`src/rtl/rempty_ctrl.sv`:
```
// rempty_ctrl - read-side pointer / empty-flag controller for the dual-clock FIFO.
//
// Runs entirely in r_clk. It consumes the write Gray pointer after the 2-flop
// synchronizer and produces the outputs listed below.
//
// Ports:
//   r_clk         read-domain clock
//   rst           asynchronous, active-high reset
//   rd_rq         read request; a pop is accepted only while empty=0
//   rsync_ptr2    write Gray pointer, synchronized into r_clk (AW+1 bits)
//   raddr         RAM read address (low AW bits of the binary read pointer)
//   rptr          registered Gray read pointer for the write-domain synchronizer
//   empty         registered empty flag
//   almost_empty  registered; set when the fill level is <= AE_THRESH
//   rd_count      registered, conservative fill level, range 0..DEPTH
//   rd_underflow  sticky read-on-empty flag (only when RD_UNDERFLOW_EN is defined)
//
// Build option:
//   RD_UNDERFLOW_EN  adds the rd_underflow port and its logic. When it is not
//                    defined, reads on empty are silently dropped.
module rempty_ctrl #(
    parameter int WIDTH     = 8,   // carried for consistency with the FIFO; unused here
    parameter int DEPTH     = 16,  // power of 2, >= 4
    parameter int AE_THRESH = 2,   // 0..DEPTH-1
    parameter int AW        = $clog2(DEPTH)
) (
    input  logic          r_clk,
    input  logic          rst,
    input  logic          rd_rq,
    input  logic [AW:0]   rsync_ptr2,
    output logic [AW-1:0] raddr,
    output logic [AW:0]   rptr,
    output logic          empty,
    output logic          almost_empty,
`ifdef RD_UNDERFLOW_EN
    output logic          rd_underflow,
`endif
    output logic [AW:0]   rd_count
);

    localparam int PW = AW + 1;

    logic [AW:0] rbin;
    logic [AW:0] rbinnext;
    logic [AW:0] rgraynext;
    logic [AW:0] wbin_s;
    logic [AW:0] fill_next;
    logic        pop;

    assign pop       = rd_rq & ~empty;
    assign rbinnext  = rbin + PW'(pop);
    assign rgraynext = rbinnext ^ (rbinnext >> 1);
    assign raddr     = rbin[AW-1:0];

    // Gray -> binary: each binary bit is the XOR of all Gray bits at or above it.
    always_comb begin
        wbin_s     = '0;
        wbin_s[AW] = rsync_ptr2[AW];
        for (int i = AW - 1; i >= 0; i--) begin
            wbin_s[i] = wbin_s[i+1] ^ rsync_ptr2[i];
        end
    end

    // Modulo-2^(AW+1) difference. Because the synchronized write pointer lags the
    // real one, this never exceeds true occupancy. MSB differing with equal low bits
    // yields DEPTH (full).
    assign fill_next = wbin_s - rbinnext;

    always_ff @(posedge r_clk or posedge rst) begin
        if (rst) begin
            rbin         <= '0;
            rptr         <= '0;
            empty        <= 1'b1;
            almost_empty <= 1'b1;
            rd_count     <= '0;
        end else begin
            rbin         <= rbinnext;
            rptr         <= rgraynext;
            // Gray equality. This is equivalent to fill_next == 0, so empty and
            // rd_count always agree.
            empty        <= (rgraynext == rsync_ptr2);
            almost_empty <= (fill_next <= PW'(AE_THRESH));
            rd_count     <= fill_next;
        end
    end

`ifdef RD_UNDERFLOW_EN
    always_ff @(posedge r_clk or posedge rst) begin
        if (rst)
            rd_underflow <= 1'b0;
        else if (rd_rq & empty)
            rd_underflow <= 1'b1;
    end
`endif

endmodule

```
`config.mk`:
```
export PLATFORM = sky130hd
export DESIGN_NAME = rempty_ctrl
export DESIGN_NICKNAME = d
export VERILOG_FILES = /design/src/rtl/rempty_ctrl.sv
export SDC_FILE = /design/constraint.sdc
export NUM_CORES = 1
export LEC_CHECK = 0
export ABC_AREA = 1
export CAP_MARGIN = 0
export CORE_ASPECT_RATIO = 1.75
export CORE_UTILIZATION = 31
export DETAILED_ROUTE_END_ITERATION = 16
export DONT_BUFFER_PORTS = 1
export SETUP_SLACK_MARGIN = 0.3
export SLEW_MARGIN = 20
export SYNTH_ARGS = -nofsm -noshare
export SYNTH_HDL_FRONTEND = slang
export SYNTH_SLANG_ARGS = --single-unit
```
`constraint.sdc`:
```
create_clock -name r_clk -period 5.26 [get_ports r_clk]
set_clock_uncertainty 0.1 [all_clocks]
set_input_delay 0.789 -clock r_clk [delete_from_list [all_inputs] [get_ports r_clk]]
set_output_delay 0.789 -clock r_clk [all_outputs]
set_load 0.01 [all_outputs]
```
==> key figures, run 1 <==
Synthesis
  – Sequential share of the synthesized area: 38.6%
  – Gate count after technology mapping: ~130
  – Synth Net Count: approximately 150
  – Mean Syn Cell Area: a little under 8 µm²
  – #FFs+latches synth: 16
  – Area contributors post-synth: dfrtp_1 (34%), nand2_1 (13%), nand2_2 (10%)
  – Yosys cell types: 20
  – Synthesized area: around 1000 µm²
  – Count of warnings emitted by yosys: 0
  – Post-synth top area cell: dfrtp_1
  – Synth top area share: about a third

Global routing
  – Global-route wire length before repair: 3200 µm
  – Largest net degree at the start of global routing: 17
  – Vias in the first global route: about 790
  – GRT Overall Usage: about an eighth
  – Overflow after GRT: 0
  – Initial antenna violation count: 0

Clock tree
  – Root Driver: clkbuf_8
  – CTS tree: done
  – Cts hold-fix bufs: 0
  – Post_cts resized: 0
  – CTS Buffer Depth: 2
  – Worst-skew pair later-pin latency: about 0.24 ns
  – Total clock sinks: 16
  – H-tree depth: 1
  – Clk pin slew, worst setup/hold paths: 0.06 ns
  – Num CTS Buffers: 3
  – Setup bufs post-CTS: 0

Floorplanning
  – Die ar.: ~3600 µm²
  – I/O pins: 24
  – Initial core utilization: between 30% and 40%
  – Core area: 3180 µm²
  – Std cell rows: 27
  – Die Height: 78.8 µm
  – Die Width: around 46 µm

Setup path
  – Levels on crit path: 16
  – Critical path's top delay family: simple AND/OR/NAND/NOR gates
  – Startpoint class of the critical path: input port
  – Worst Path Buf+Inv: 3
  – Worst R2R Path Depth: 12
  – CP endpoint kind: flip-flop
  – CP Launch Point: rsync_ptr2[4]
  – Critical path class: in -> reg
  – CP Max Fanout: 4
  – Worst EP arrival: approximately 2.6 ns
  – Worst reg2reg path startpoint: empty
  – Max incr delay on CP: around 0.4 ns
  – CP max stage cell: fa_1
  – Crit path capture: almost_empty
  – RR Endpoint: almost_empty
  – CP most frequent cell: nand2_1
  – Cells along the critical path: inv_2 -> nand2_1 -> nand3_2 -> nand2_2 -> xor2_2 -> xor2_1 -> ha_1 -> inv_1 -> fa_1 -> nand2_1 -> inv_1 -> nand3_1 -> nand2_1 -> nand2_1 -> nand2_2 -> nor2_2
  – R2R Setup Slk: roughly 3 ns
  – Req. time, crit path: around 5.3 ns

Placement
  – Placed insts: ~170
  – Port Buffer Count: 0
  – Detailed Place HPWL: about 1600 µm
  – Gpl congestion: ~0.8
  – Pre-CTS setup slack: 2.46 ns

Routing
  – Avg WL per Cell: roughly 11 µm
  – # DRC: 0
  – Vias per cell: between 4 and 5
  – Initial DRC Count: 20
  – Antenna Nets Post-Route: 0
  – First-pass DRT Iterations: 4
  – Routed WL: roughly 1900 µm
  – DR vias: 793

Finish
  – Final nets: between 150 and 200
  – Filler Cell Count: ~350
  – Commonest non-fill, non-tap cell in the layout: nand2_1
  – Layout Cells excl Fill: 177
  – Syn-to-layout area delta: 8.38%
  – Share of cells above drive strength 1: about a quarter
  – Commonest cells after routing, fill and taps aside: nand2_1 (35), inv_1 (18), nand2_2 (17)
  – Antenna Cells: 0
  – Util after Layout: a little over a third

Timing
  – Hold Vio Cnt, Final: 0
  – Setup TNS Final: 0 ns
  – Fin crit share: 48.4%
  – Post-route setup slack: about 2.7 ns
  – RSZ-0062 raised after global routing: no
  – Highest clock rate: roughly 390 MHz
  – Max-slew headroom: 61.6%
  – Worst-Margin Slew: about 0.58 ns
  – Tmin final: between 2 and 3 ns
  – Slew Viols, Final: 0
  – Final setup violation count: 0

Pwr
  – Pleak: 0.604 nW
  – Power per standard cell area: 638 nW/µm²
  – Worst vdd ir: between 0.15 and 0.2 mV

Worst hold path
  – Tightest Hold Check Type: in -> async

Run status
  – Status: finished clean

Flow run
  – Max Cap Viol: 0
[cell families (layout without fill, tap and decap cells)]
logic type | count (synthesis) | count (layout) | synth area share (%)
AND/OR/NAND/NOR | 81 | 81 | 38.6
buffers and inverters | 21 | 23 | 7.90
flip-flops | 16 | 16 | 38.6
adder cells (fa/ha/maj) | 7 | 7 | 9.10
XOR/XNOR | 4 | 4 | 4.07
AO/OA/AOI/OAI | 3 | 3 | 1.80
[cells in the mapped netlist, drive strengths merged]
cell type  instances
dfrtp             14
nand3b             1
buf                1
nand4              2
dfstp              2
ha                 6
a21oi              2
fa                 1
xor2               4
nand2             53
nand3             16
inv               20
o21ai              1
nor2               9
[worst reg2reg max path, cell delays in order (launching register included)]
cell     delay, ns
dfstp_2       0.55
nor2_1        0.07
ha_1          0.25
nand2_1       0.10
nand2_1       0.15
fa_1          0.49
nand2_1       0.08
inv_1         0.04
nand3_1       0.09
nand2_1       0.06
nand2_1       0.07
nand2_2       0.07
nor2_2        0.08
[how the worst min path moves through the flow]
stage | slack (ns) | cells past startpoint | startpoint | end
after global routing | 0.45 | 1 | rst | rbin[1]
after global placement | 0.56 | 2 | rbin[4] | rbin[4]
after floorplan | 0.51 | 2 | rbin[4] | rbin[4]
after CTS | 0.42 | 1 | rst | rbin[1]
final | 0.39 | 1 | rst | rbin[1]
after detailed placement | 0.56 | 2 | rbin[4] | rbin[4]
[registers in the layout, indices dropped and copies added, names as in the netlist]
register      flops
rptr              4
rbin              5
almost_empty      1
rd_count          5
empty             1
[cell type report]
class | instances | area (µm²) | area share (%)
inverters | 20 | 75.1 | 6.63
clock buffers | 3 | 41.3 | 3.65
flip-flops and latches | 16 | 403 | 35.6
multi-input cells | 95 | 559 | 49.4
well taps | 43 | 53.8 | 4.75
[power breakdown]
part | switching (mW) | internal, mW
clock network | 0.0377 | 0.0506
logic | 0.236 | 0.133
registers | 0.0778 | 0.187
[metal layers]
metal,wire length (µm),track usage (%)
met1,723,11.3
met4,44,6.18
met5,0,0
met2,1050,22.1
met3,75,1.59
[per-stage QoR]
step | total power, mW | area (µm²) | hold slack [ns]
after CTS | 0.733 | 1130 | 0.416
after floorplan | 0.570 | 1040 | 0.506
final | 0.722 | 1130 | 0.388
after global placement | 0.635 | 1090 | 0.557
after global routing | 0.797 | 1130 | 0.449
after detailed placement | 0.642 | 1090 | 0.556
(Power assumes the default switching activity.)
==> run 2: changes to the inputs <==
clock period = 2.2 ns   (was 5.26 ns; I/O delays follow)
==> key figures, run 2 (same netlist as run 1, synthesis figures left out) <==
Run status
  – Status: finished clean

Pwr
  – Pleak: between 0.7 and 0.8 nW
  – Pwr Total: roughly 2.3 mW
  – Power per standard cell area: around 1600 nW/µm²
  – Worst vdd ir: slightly below 0.5 mV

Finish
  – Share of cells above drive strength 1: 53.7%
  – Commonest non-fill, non-tap cell in the layout: nand2_2
  – Filler Cell Count: 326
  – Biggest regs: rbin x5, rd_count x5, rptr x4
  – Commonest cells after routing, fill and taps aside: nand2_2 (24), nand2_1 (21), inv_1 (13)
  – Syn-to-layout area delta: 39.6%
  – Util after Layout: between 40% and 50%
  – FF/Latch Area: roughly 410 µm²
  – Final nets: approximately 160
  – Layout Cells excl Fill: 190
  – Area occupied by multi-input gates: ~750 µm²
  – Antenna Cells: 0

Clock tree
  – Root Driver: clkbuf_8
  – Num CTS Buffers: 3
  – Worst-skew pair later-pin latency: approximately 0.25 ns
  – Clk pin slew, worst setup/hold paths: about 0.06 ns
  – H-tree depth: 1
  – CTS Buffer Depth: 2
  – Total clock sinks: 16
  – CTS tree: done

Global routing
  – Global-route wire length before repair: 3650 µm
  – Initial antenna violation count: 0
  – Met1 GRT Util: a little over an eighth
  – Routing usage on met2: between 20% and 30%
  – Overflow after GRT: 0
  – Largest net degree at the start of global routing: 17
  – GRT Overall Usage: between 10% and 20%
  – Global Route met3 Usage: under 10%
  – Top Usage Layer GRT: met2
  – Vias in the first global route: ~900

Timing
  – Worst hold slack: between 0.15 and 0.2 ns
  – RSZ-0062 raised after global routing: yes
  – Slew Viols, Final: 0
  – Hold Vio Cnt, Final: 0
  – Tmin final: around 2.0 ns
  – Fin crit share: roughly nine tenths
  – Highest clock rate: approximately 500 MHz
  – Worst-Margin Slew: approximately 0.6 ns
  – Max-slew headroom: around three fifths
  – Setup TNS Final: 0 ns
  – Final setup violation count: 0

Setup path
  – Req. time, crit path: between 2 and 2.5 ns
  – Max incr delay on CP: 0.55 ns
  – Cells along the critical path: nor2_4 -> ha_4 -> ha_4 -> inv_2 -> fa_2 -> inv_2 -> nor2_1 -> nor2_1 -> nand3_1 -> nor2_2
  – CP endpoint kind: flip-flop
  – CP Max Fanout: 2
  – Startpoint class of the critical path: flip-flop
  – Critical path class: reg -> reg
  – Worst EP arrival: roughly 2.1 ns
  – CP max stage cell: dfstp_2

Placement
  – Port Buffer Count: 0
  – Gpl congestion: around 0.83
  – Detailed Place HPWL: around 1800 µm
  – Placed insts: between 150 and 200

Floorplanning
  – Die Height: about 79 µm
  – Core area: about 3200 µm²
  – Initial core utilization: between 30% and 40%
  – I/O pins: 24
  – Die ar.: between 3000 and 4000 µm²
  – Die Width: 45.9 µm
  – Std cell rows: 27

Routing
  – # DRC: 0
  – Initial DRC Count: 8
  – Antenna Nets Post-Route: 0
  – Vias per cell: roughly 4.8
  – First-pass DRT Iterations: 3
  – DR vias: between 900 and 1000
  – Routed WL: 2490 µm
  – Avg WL per Cell: 13.1 µm

Worst hold path
  – Tightest Hold Check Type: in -> reg

Flow run
  – Max Cap Viol: 0
## run 2: changes by cell type in the layout (fill, tap and decap cells not counted), sizes merged
cell | before | now
dlygate4sd3 | 0 | 1
buf | 0 | 12
## run 2: layer usage
metal | vias up | wire (µm)
li1 | 438 | -
met1 | 434 | 783
met2 | 29 | 1420
met3 | 17 | 96
met4 | 0 | 195
met5 | - | 0
## run 2: final cells by class
cell class / instances / share of cell area, %
multi-input cells: 95 / 51.2
flip-flops and latches: 16 / 27.8
well taps: 43 / 3.69
repair buffers: 13 / 7.38
clock buffers: 3 / 2.83
inverters: 20 / 7.12
## run 2: path summary, 6_finish.rpt
path                                from           end  slack [ns]  cells past startpoint
max                                empty  almost_empty        0.19                     10
min                        rsync_ptr2[3]         empty        0.16                      2
max reg2reg                        empty  almost_empty        0.19                     10
min reg2reg                      rbin[4]       rbin[4]        0.57                      2
max in group asynchronous            rst       rbin[0]        1.08                      2
min in group asynchronous            rst   rd_count[3]        0.49                      2
## run 2: through the flow
stage	area, µm²	setup WS [ns]
2_1_floorplan	1110	0.0640
3_3_place_gp	1190	0.0494
3_5_place_dp	1190	0.000833
4_1_cts	1330	0.183
5_1_grt	1460	0.110
6_report	1460	0.190
## run 2: timing repair
item | CTS | global route
hold buffers | 1 | 0
gates resized for setup | 14 | 21
pin swaps | 10 | 14
endpoints found under the hold margin | 14 | 0
setup endpoints to repair | 5 | 4
setup buffers | 2 | 5
## run 2: critical path, delay by kind of cell (launching register included)
family	cells	cell delay (ns)
buf+inv	2	0.07
flops	1	0.55
fa+ha+maj	3	0.93
simple gates	5	0.30
## run 2: where the power goes
| part | switching (mW) | leakage [nW] | internal (mW) |
|---|---|---|---|
| combinational | 0.768 | 0.497 | 0.624 |
| clock | 0.103 | 0.0216 | 0.122 |
| sequential | 0.204 | 0.188 | 0.451 |
| total | 1.08 | 0.706 | 1.20 |
==> run 3: changes to the inputs <==
==> constraint.sdc (replaced) <==
create_clock -name r_clk -period 2.2 [get_ports r_clk]
set_clock_uncertainty 0.1 [all_clocks]
set_input_delay 0.44 -clock r_clk [delete_from_list [all_inputs] [get_ports r_clk]]
set_output_delay 0.44 -clock r_clk [all_outputs]
set_load 0.01 [all_outputs]
==> key figures, run 3 (same netlist as run 1, synthesis figures left out) <==
Global routing
  – Routing usage on met2: 25.1%
  – Global Route met3 Usage: 2.05%
  – GRT Overall Usage: between 10% and 20%
  – Initial antenna violation count: 0
  – Top Usage Layer GRT: met2
  – Met1 GRT Util: around 16%
  – Overflow after GRT: 0
  – Largest net degree at the start of global routing: 17
  – Vias in the first global route: 953
  – Global-route wire length before repair: between 3000 and 4000 µm

Floorplanning
  – Die Height: ~79 µm
  – Std cell rows: 27
  – Die Width: approximately 46 µm
  – Core area: about 3200 µm²
  – Die ar.: about 3600 µm²
  – I/O pins: 24
  – Initial core utilization: between 30% and 40%

Routing
  – Routed WL: between 2000 and 2500 µm
  – Avg WL per Cell: 11.8 µm
  – DR vias: 894
  – First-pass DRT Iterations: 4
  – Antenna Nets Post-Route: 0
  – # DRC: 0
  – Vias per cell: 4.52
  – Initial DRC Count: 8

Setup path
  – Worst EP arrival: roughly 2.1 ns
  – CP endpoint kind: flip-flop
  – R2R Setup Slk: around 0.15 ns
  – Worst R2R Path Depth: 10
  – RR Endpoint: almost_empty
  – Critical path class: reg -> reg
  – CP Max Fanout: 2
  – Req. time, crit path: 2.28 ns
  – Worst reg2reg path startpoint: empty
  – Startpoint class of the critical path: flip-flop

Timing
  – Highest clock rate: a little under 500 MHz
  – Setup TNS Final: 0 ns
  – Fin crit share: 93.0%
  – Final setup violation count: 0
  – RSZ-0062 raised after global routing: yes
  – Worst-Margin Slew: 0.585 ns
  – Slew Viols, Final: 0
  – Max-slew headroom: 61.0%
  – Tmin final: slightly above 2 ns
  – Hold Vio Cnt, Final: 0

Worst hold path
  – Tightest Hold Check Type: in -> async

Pwr
  – Worst vdd ir: ~0.51 mV
  – Power per standard cell area: 1500 nW/µm²
  – Pleak: 0.735 nW

Clock tree
  – CTS tree: done
  – H-tree depth: 1
  – CTS Buffer Depth: 2
  – Worst-skew pair later-pin latency: between 0.2 and 0.3 ns
  – Clk pin slew, worst setup/hold paths: about 0.060 ns
  – Num CTS Buffers: 3
  – Root Driver: clkbuf_8
  – Total clock sinks: 16
  – Cts hold-fix bufs: 0

Finish
  – Share of cells above drive strength 1: 56.8%
  – Util after Layout: around 47%
  – Commonest cells after routing, fill and taps aside: nand2_1 (26), nand2_2 (21), buf_4 (20)
  – Antenna Cells: 0
  – Layout Cells excl Fill: approximately 200
  – Biggest regs: rbin x5, rd_count x5, rptr x4
  – Filler Cell Count: ~310
  – Commonest non-fill, non-tap cell in the layout: nand2_1
  – Syn-to-layout area delta: 44.0%
  – Final nets: about 170

Placement
  – Placed insts: about 190
  – Detailed Place HPWL: around 1800 µm
  – Port Buffer Count: 0
  – Gpl congestion: 0.782

Run status
  – Status: finished clean

Flow run
  – Max Cap Viol: 0
-- run 3: worst max path at each step --
| stage | startpoint | end | slack (ns) | cells after the start |
|---|---|---|---|---|
| 4_1_cts | empty | almost_empty | 0.19 | 10 |
| 3_3_place_gp | rsync_ptr2[3] | almost_empty | -0.03 | 14 |
| 6_report | empty | almost_empty | 0.15 | 10 |
| 2_1_floorplan | rsync_ptr2[4] | almost_empty | -0.05 | 14 |
| 3_5_place_dp | rsync_ptr2[3] | almost_empty | -0.08 | 14 |
| 5_1_grt | empty | almost_empty | 0.03 | 12 |
-- run 3: per-stage QoR --
stage                     power [mW]  setup slack, ns  hold slack, ns  area (µm²)
after CTS                       2.16            0.188          0.0625        1460
after floorplan                 1.38          -0.0460           0.252        1110
final                           2.26            0.153          0.0396        1500
after global placement          1.65          -0.0318           0.322        1250
after detailed placement        1.69          -0.0843           0.331        1250
after global routing            2.47           0.0301          0.0952        1500
-- run 3: critical path, cell delays in order (launching register included) --
cell	delay [ns]
dfstp_2	0.55
nor2_4	0.05
ha_4	0.28
ha_4	0.13
inv_2	0.04
fa_2	0.54
inv_2	0.03
nor2_1	0.08
nor2_1	0.04
nand3_1	0.09
nor2_2	0.04
-- run 3: area by class of cell --
type | instances | area, µm² | share of cell area (%)
inverters | 20 | 104 | 6.91
multi-input cells | 95 | 739 | 49.2
clock buffers | 3 | 41.3 | 2.75
repair buffers | 21 | 161 | 10.7
flip-flops and latches | 16 | 404 | 26.9
well taps | 43 | 53.8 | 3.58
-- run 3: report_power, final --
group          switching, mW  internal (mW)  total [mW]
sequential             0.194          0.450       0.644
combinational          0.754          0.647        1.40
clock                 0.0939          0.121       0.215
total                   1.04           1.22        2.26
-- run 3: timing repair --
item                       in CTS  in global routing
pin swaps                      12                 19
resized for setup              17                 13
setup endpoints to repair       6                  5
buffers inserted                8                  0
-- run 3: metal layers --
layer / up-vias / wire [µm]
met1: 408 / 827
met5: - / 0
met2: 21 / 1290
met3: 10 / 85
met4: 0 / 129
li1: 455 / -
